<file path="config.mk">
export PLATFORM = sky130hd
export DESIGN_NAME = sr_driver
export DESIGN_NICKNAME = d
export VERILOG_FILES = /design/src/rtl/sr_driver.sv
export SDC_FILE = /design/constraint.sdc
export NUM_CORES = 1
export LEC_CHECK = 0
export ABC_AREA = 1
export CAP_MARGIN = 20
export CORE_UTILIZATION = 47
export CTS_CLUSTER_SIZE = 40
export DETAILED_ROUTE_END_ITERATION = 8
export PLACE_DENSITY = 0.75
export SLEW_MARGIN = 10
export SYNTH_ARGS = -nofsm -noshare
export SYNTH_HDL_FRONTEND = slang
export SYNTH_SLANG_ARGS = --single-unit
</file>
<file path="constraint.sdc">
create_clock -name clk -period 1.7 [get_ports clk]
set_clock_uncertainty 0.2 [all_clocks]
set_input_delay 0.17 -clock clk [delete_from_list [all_inputs] [get_ports clk]]
set_output_delay 0.17 -clock clk [all_outputs]
set_load 0.1 [all_outputs]
</file>
<file path="src/rtl/sr_driver.sv">
// SR latch write driver: handshake in, a clean S or R pulse out, Q/Qn feedback confirmation with timeout.
// Optional statistics counters are enabled by defining SR_DRV_STATS_EN.
module sr_driver #(
    parameter int PULSE_W = 2,
    parameter int TIMEOUT = 8,
    parameter int CNT_W   = 4
) (
    input  logic clk,
    input  logic rst,
    input  logic req_valid,
    input  logic req_val,
    output logic req_ready,
    input  logic q_fb,
    input  logic qn_fb,
    output logic S,
    output logic R,
    output logic en,
    output logic busy,
    output logic done,
    output logic err
`ifdef SR_DRV_STATS_EN
    ,
    output logic [15:0] set_cnt,
    output logic [15:0] rst_cnt,
    output logic [15:0] err_cnt
`endif
);

    typedef enum logic [2:0] {IDLE, PULSE, WAIT, DONE, ERR} state_t;

    state_t           state, state_nxt;
    logic [CNT_W-1:0] cnt, cnt_nxt;
    logic             val, val_nxt;
    logic             s_nxt, r_nxt, en_nxt, busy_nxt, done_nxt, err_nxt, ready_nxt;
    logic             set_inc, rst_inc, err_inc;
    logic             match, acc_match;

    // q_fb == qn_fb can never satisfy either comparison pair, so it never counts as a match
    assign match     = (q_fb == val) && (qn_fb != val);
    assign acc_match = (q_fb == req_val) && (qn_fb != req_val);

    always_ff @(posedge clk) begin
        if (rst) begin
            state     <= IDLE;
            cnt       <= '0;
            val       <= 1'b0;
            S         <= 1'b0;
            R         <= 1'b0;
            en        <= 1'b0;
            busy      <= 1'b0;
            done      <= 1'b0;
            err       <= 1'b0;
            req_ready <= 1'b1;
        end else begin
            state     <= state_nxt;
            cnt       <= cnt_nxt;
            val       <= val_nxt;
            S         <= s_nxt;
            R         <= r_nxt;
            en        <= en_nxt;
            busy      <= busy_nxt;
            done      <= done_nxt;
            err       <= err_nxt;
            req_ready <= ready_nxt;
        end
    end

    always_comb begin
        state_nxt = state;
        cnt_nxt   = cnt;
        val_nxt   = val;
        s_nxt     = 1'b0;
        r_nxt     = 1'b0;
        en_nxt    = 1'b0;
        busy_nxt  = busy;
        done_nxt  = 1'b0;
        err_nxt   = 1'b0;
        ready_nxt = req_ready;
        set_inc   = 1'b0;
        rst_inc   = 1'b0;
        err_inc   = 1'b0;
        case (state)
            IDLE: begin
                ready_nxt = 1'b1;
                busy_nxt  = 1'b0;
                if (req_valid && req_ready) begin
                    val_nxt   = req_val;
                    ready_nxt = 1'b0;
                    busy_nxt  = 1'b1;
                    cnt_nxt   = '0;
                    if (acc_match) begin
                        state_nxt = DONE;
                    end else begin
                        state_nxt = PULSE;
                        en_nxt    = 1'b1;
                        s_nxt     = req_val;
                        r_nxt     = !req_val;
                        set_inc   = req_val;
                        rst_inc   = !req_val;
                    end
                end
            end
            PULSE: begin
                if (cnt == CNT_W'(PULSE_W - 1)) begin
                    state_nxt = WAIT;
                    cnt_nxt   = '0;
                end else begin
                    en_nxt  = 1'b1;
                    s_nxt   = val;
                    r_nxt   = !val;
                    cnt_nxt = cnt + CNT_W'(1);
                end
            end
            WAIT: begin
                if (match) begin
                    state_nxt = DONE;
                    done_nxt  = 1'b1;
                end else if (cnt == CNT_W'(TIMEOUT - 1)) begin
                    state_nxt = ERR;
                    err_nxt   = 1'b1;
                    err_inc   = 1'b1;
                end else begin
                    cnt_nxt = cnt + CNT_W'(1);
                end
            end
            DONE: begin
                // A skipped write arrives here with done low and spends one cycle raising it
                if (done) begin
                    state_nxt = IDLE;
                    busy_nxt  = 1'b0;
                    ready_nxt = 1'b1;
                end else begin
                    done_nxt = 1'b1;
                end
            end
            ERR: begin
                state_nxt = IDLE;
                busy_nxt  = 1'b0;
                ready_nxt = 1'b1;
            end
            default: begin
                state_nxt = IDLE;
                busy_nxt  = 1'b0;
                ready_nxt = 1'b1;
            end
        endcase
    end

`ifdef SR_DRV_STATS_EN
    // Saturating event counters
    always_ff @(posedge clk) begin
        if (rst) begin
            set_cnt <= '0;
            rst_cnt <= '0;
            err_cnt <= '0;
        end else begin
            if (set_inc && set_cnt != 16'hFFFF) set_cnt <= set_cnt + 16'd1;
            if (rst_inc && rst_cnt != 16'hFFFF) rst_cnt <= rst_cnt + 16'd1;
            if (err_inc && err_cnt != 16'hFFFF) err_cnt <= err_cnt + 16'd1;
        end
    end
`else
    logic unused_stats;
    assign unused_stats = set_inc ^ rst_inc ^ err_inc;
`endif

endmodule
</file>
### Word-level counts from Yosys, hierarchy flattened

Cells that the tools add are included.

* muxes and demuxes: 34
* equality and inequality tests: 15
* reductions and logical operators: 13
* bitwise operators: 2
* add/subtract/negate cells: 1

Operators by type and width (number)
* 1-bit two-way mux: 16
* 4-bit two-way mux: 4
* 3-bit two-way mux: 5
* 3-bit case mux with 4 select lines: 1
* 4-bit case mux with 3 select lines: 1
* 2-bit != test, second input constant: 5
* 1-bit case mux with 2 select lines: 4
* 4-bit AND reduction: 2
* 3-bit by 2-bit equality test with 1-bit output, second input constant: 2
* 1-bit case mux with 3 select lines: 2
* 4-bit by 1-bit adder with 4-bit output, second input constant: 1
* 4-bit by 1-bit equality test with 1-bit output, second input constant: 1
* 4-bit by 3-bit equality test with 1-bit output, second input constant: 1
* 2-bit AND reduction: 2
* 3-bit by 1-bit equality test with 1-bit output, second input constant: 1
* 1-bit logical AND: 3
* 3-bit zero test: 1
* 3-bit != test, second input constant: 1
* 3-bit nonzero test: 1
* 3-bit OR reduction: 1
* 1-bit equality test: 2
* 1-bit zero test: 2
* 2-bit two-way mux: 1
* 1-bit != test: 2
* other kinds (2): 3

* output and inout bits: 7
* input port bits: 6
* register bits after elaboration: 15

### Longest topological paths before layout

* word-level depth: 5
* depth in mapped cells: 9
* depth with buffers taken out: 9

### Worst setup path after synthesis

Ideal clock, no wire load.

* path kind: register to register
* start point: register req_ready
* end point: register cnt[3]
* data required time: 1368 ps
* buffers on the path: 0
* arrival time: 1586 ps
* slack: -218 ps
* cell stages (with the launch flop): 8
* cell sequence: dfxtp_1 nand2_1 nand3_2 nand2_2 inv_1 nand3_2 nand2_1 a21oi_2

* cells in the longest elaborated chain, start to end: 3

RTL lines
* start, declared: RTL line 12 `output logic req_ready,`
* start signal, assigned: RTL line 64 `req_ready <= ready_nxt;`
* 1-bit logical AND: RTL line 86 `if (req_valid && req_ready) begin`
* 2-bit != test (no source line)
* 4-bit AND reduction (no source line)
* end signal, assigned: RTL line 56 `cnt <= cnt_nxt;`
* end, declared: RTL line 32 `logic [CNT_W-1:0] cnt, cnt_nxt;`

Every way passes these cells.
A chain may end at the register's enable or synchronous reset.

### Worst setup path after layout

* start point: register cnt[0]
* end point: register cnt[3]

* cells in the longest elaborated chain, start to end: 4
* elaborated cells between the ends (all ways): 9
* those cells by class: add/sub (1); eq/ne (3); mux (4); reduce/logical (1)

RTL lines
* 4-bit by 1-bit adder with 4-bit output: RTL line 111, 123
* 4-bit two-way mux: RTL line 118 `end else if (cnt == CNT_W'(TIMEOUT - 1)) begin`
* 4-bit two-way mux: RTL line 115 `if (match) begin`
* 4-bit case mux with 3 select lines: RTL line 82 `case (state)`

Parallel ways exist; a longest one is shown, timed or not. The select of a mux whose other input is x is not followed.

==> results.yml <==
clock_network:
  clock_sinks: 15
  clock_path_buffers: 2
  cts_resized: 0
  htreeDepth: 1
  cts_setup_buffers: 0
  path_clk_slew_ps: 80
  cts-root-buf: "clkbuf_4"
  cts_buffers: 3
  clkLatencyLatePin_ps: 280
  cts_tree: "done"
  cts_hold_buf: 0
pwr:
  leakage_nw: 0.507
  p_comb_frac: 0.585
  switching_share: 0.500
  intPower_uw: 899
  seqPwrFrac: 0.304
  clockPowerShare: 0.112
  p_per_area_mw_per_mm2: 1680
  p_sw_uw: 900
  ir_drop_uv: 947
place:
  dpl_cell_area_mm2: 0.00104
  place_congestion: 0.871
  dp_cells: 148
  hpwl_um: 1330
  port_buffers: 12
yosys:
  synth_mux_area_frac: 0
  synth_compound_area_frac: 0.125
  synth_adder_area_share: 0.0309
  synth_top_family_by_area: "simple AND/OR/NAND/NOR gates"
  synth_largest_area_cell: "dfxtp_1"
  synth_xor_area_frac: 0.0108
  netlist_area_um2: 811
  synth_area_per_cell_um2: 6.87
  yosys.area_share.simple: 0.398
  netlist_instances: 118
  yosys_register_bits: 15
  ys_seq_area_frac: 0.370
  ys_warn_count: 0
  yosys-top-cells-area: "dfxtp_1 (37%), nand2_1 (14%), nor2_1 (7.9%)"
  synthDistinctLibCells: 19
  synth_top_cell_area_share: 0.370
  mappedNetlistNets: 126
routing:
  wl_per_cell_um: 11.4
  vias: 812
  drtPass1Iterations: 6
  drt_iter0_markers: 25
  vias_per_cell: 5.34
  ant_nets: 0
  wl_um: 1730
  drc_errors: 2
worst_hold_path:
  hold_class: "register to register"
  holdPathStages: 2
outcome:
  outcome: "complete, but fails checks"
  violations: "DRC"
floorplan:
  core-area_mm2: 0.00156
  fp.dieH_um: 43.5
  io_pins: 13
  start_util: 0.520
  rows: 14
  die_w_um: 43.5
  die-area_mm2: 0.00190
global_routing:
  gr-usage-all-layers: 0.201
  grt_antenna_before_repair: 0
  grt_remaining_overflow: 0
  grt_pass1_vias: 731
  met3_usage: 0.0792
  groute.layer.met1.usage: 0.233
  grt_first_pass_wirelength_um: 2800
  busiest_layer: "met2"
  grt_max_degree: 11
  met2_usage: 0.336
run:
  cap_viol_max_count: 0
finish:
  largest_register: "cnt"
  largest_register_ffs: 4
  fillerInstances: 118
  layout_commonest_cell: "nand2_1"
  final_area_mm2: 0.00107
  syn2layout_area_growth_pct: 32.3
  finalNonFillerCells: 152
  diodes: 0
  top_regs: "cnt (4), state (3)"
  nNetsFinal: 145
  final_cell_mix: "nand2_1 (31), nor2_1 (16), dfxtp_1 (12), inv_1 (12), a21oi_1 (9)"
  drive_gt1_frac: 0.221
setup_path:
  end_kind: "register"
  worstPathRequired_ps: 1720
  arrival_ps: 1560
  critical_path_class: "register to register"
  reg2reg_depth: 8
  crit_path_start_kind: "register"
  cp_max_fo: 5
timing:
  worst_pin_slew_ps: 283
  slew_headroom: 0.811
  finalHoldViolations: 0
  fin_hold_ws_ps: 316
  finalCritPeriodShare: 0.906
  fmax_ghz: 0.650
  grt_setup_unrepaired: "no"
  finalSetupViolations: 0
  drv_slew: 0
  fin_crit_ps: 1540
==> final cells by class <==
class                      count  area [um2]  share of cell area
clock buffer                   4        26.3              0.0245
inverter                      13        48.8              0.0455
multi-input combinational     89         460               0.429
sequential                    15         304               0.284
tap                           16        20.0              0.0187
timing repair buffer          15         213               0.198
==> power by group through the flow <==
stage	clock [mW]	combinational [mW]	sequential (mW)
floorplan	0	0.511	0.774
global placement	0	1.02	0.546
detailed placement	0	1.04	0.552
CTS	0.210	1.04	0.544
global route	0.224	1.14	0.559
finish	0.201	1.05	0.546
==> stage by stage <==
step	TNS, ps	setup WS [ps]	power (mW)	util
3_5_place_dp	-68.4	-30.1	1.59	0.669
5_1_grt	0	54.5	1.93	0.688
2_1_floorplan	0	126	1.28	-
4_1_cts	0	120	1.80	0.685
6_report	0	160	1.80	0.688
3_3_place_gp	0	28.4	1.57	0.669
==> kinds of logic after synthesis <==
family	after synthesis
AOI/OAI and AO/OA	17
xor gates and xnor gates	1
adders and majority gates	2
buffers and inverters	14
DFF	15
and+or+nand+nor	69
==> worst paths after layout <==
check	to	slack (ps)	start
worst max-delay path	cnt[3]$_SDFFE_PP0P_	160	cnt[0]$_SDFFE_PP0P_
worst min register to register	cnt[0]$_SDFFE_PP0P_	320	cnt[0]$_SDFFE_PP0P_
worst min-delay path	cnt[0]$_SDFFE_PP0P_	320	cnt[0]$_SDFFE_PP0P_
worst max register to register	cnt[3]$_SDFFE_PP0P_	160	cnt[0]$_SDFFE_PP0P_
==> cell usage after synthesis <==
master	n
a21oi_1	9
clkbuf_1	1
nand3_2	2
nand4_1	3
nor2_1	17
nand2_2	5
nor3_1	2
inv_2	1
o21bai_1	2
dfxtp_1	15
a21oi_2	3
inv_1	12
nand2_1	31
ha_1	2
nor3_4	1
o21ai_0	3
nand3_1	7
xor2_1	1
nor2_4	1
==> critical path, stage by stage (launching register included) <==
cell,delay [ps]
dfxtp_2,350
ha_1,230
nand2_1,90
nor2_2,50
nand2_2,120
nand2_1,70
nor2_1,170
nand2_1,100
a21oi_2,120
==> layer usage <==
metal  vias up  wire length [um]
li1        411                 -
met1       363               745
met2        34               837
met3         4               128
met4         0                19
met5         -                 0
No activity file was read; power rests on OpenSTA's default activity.
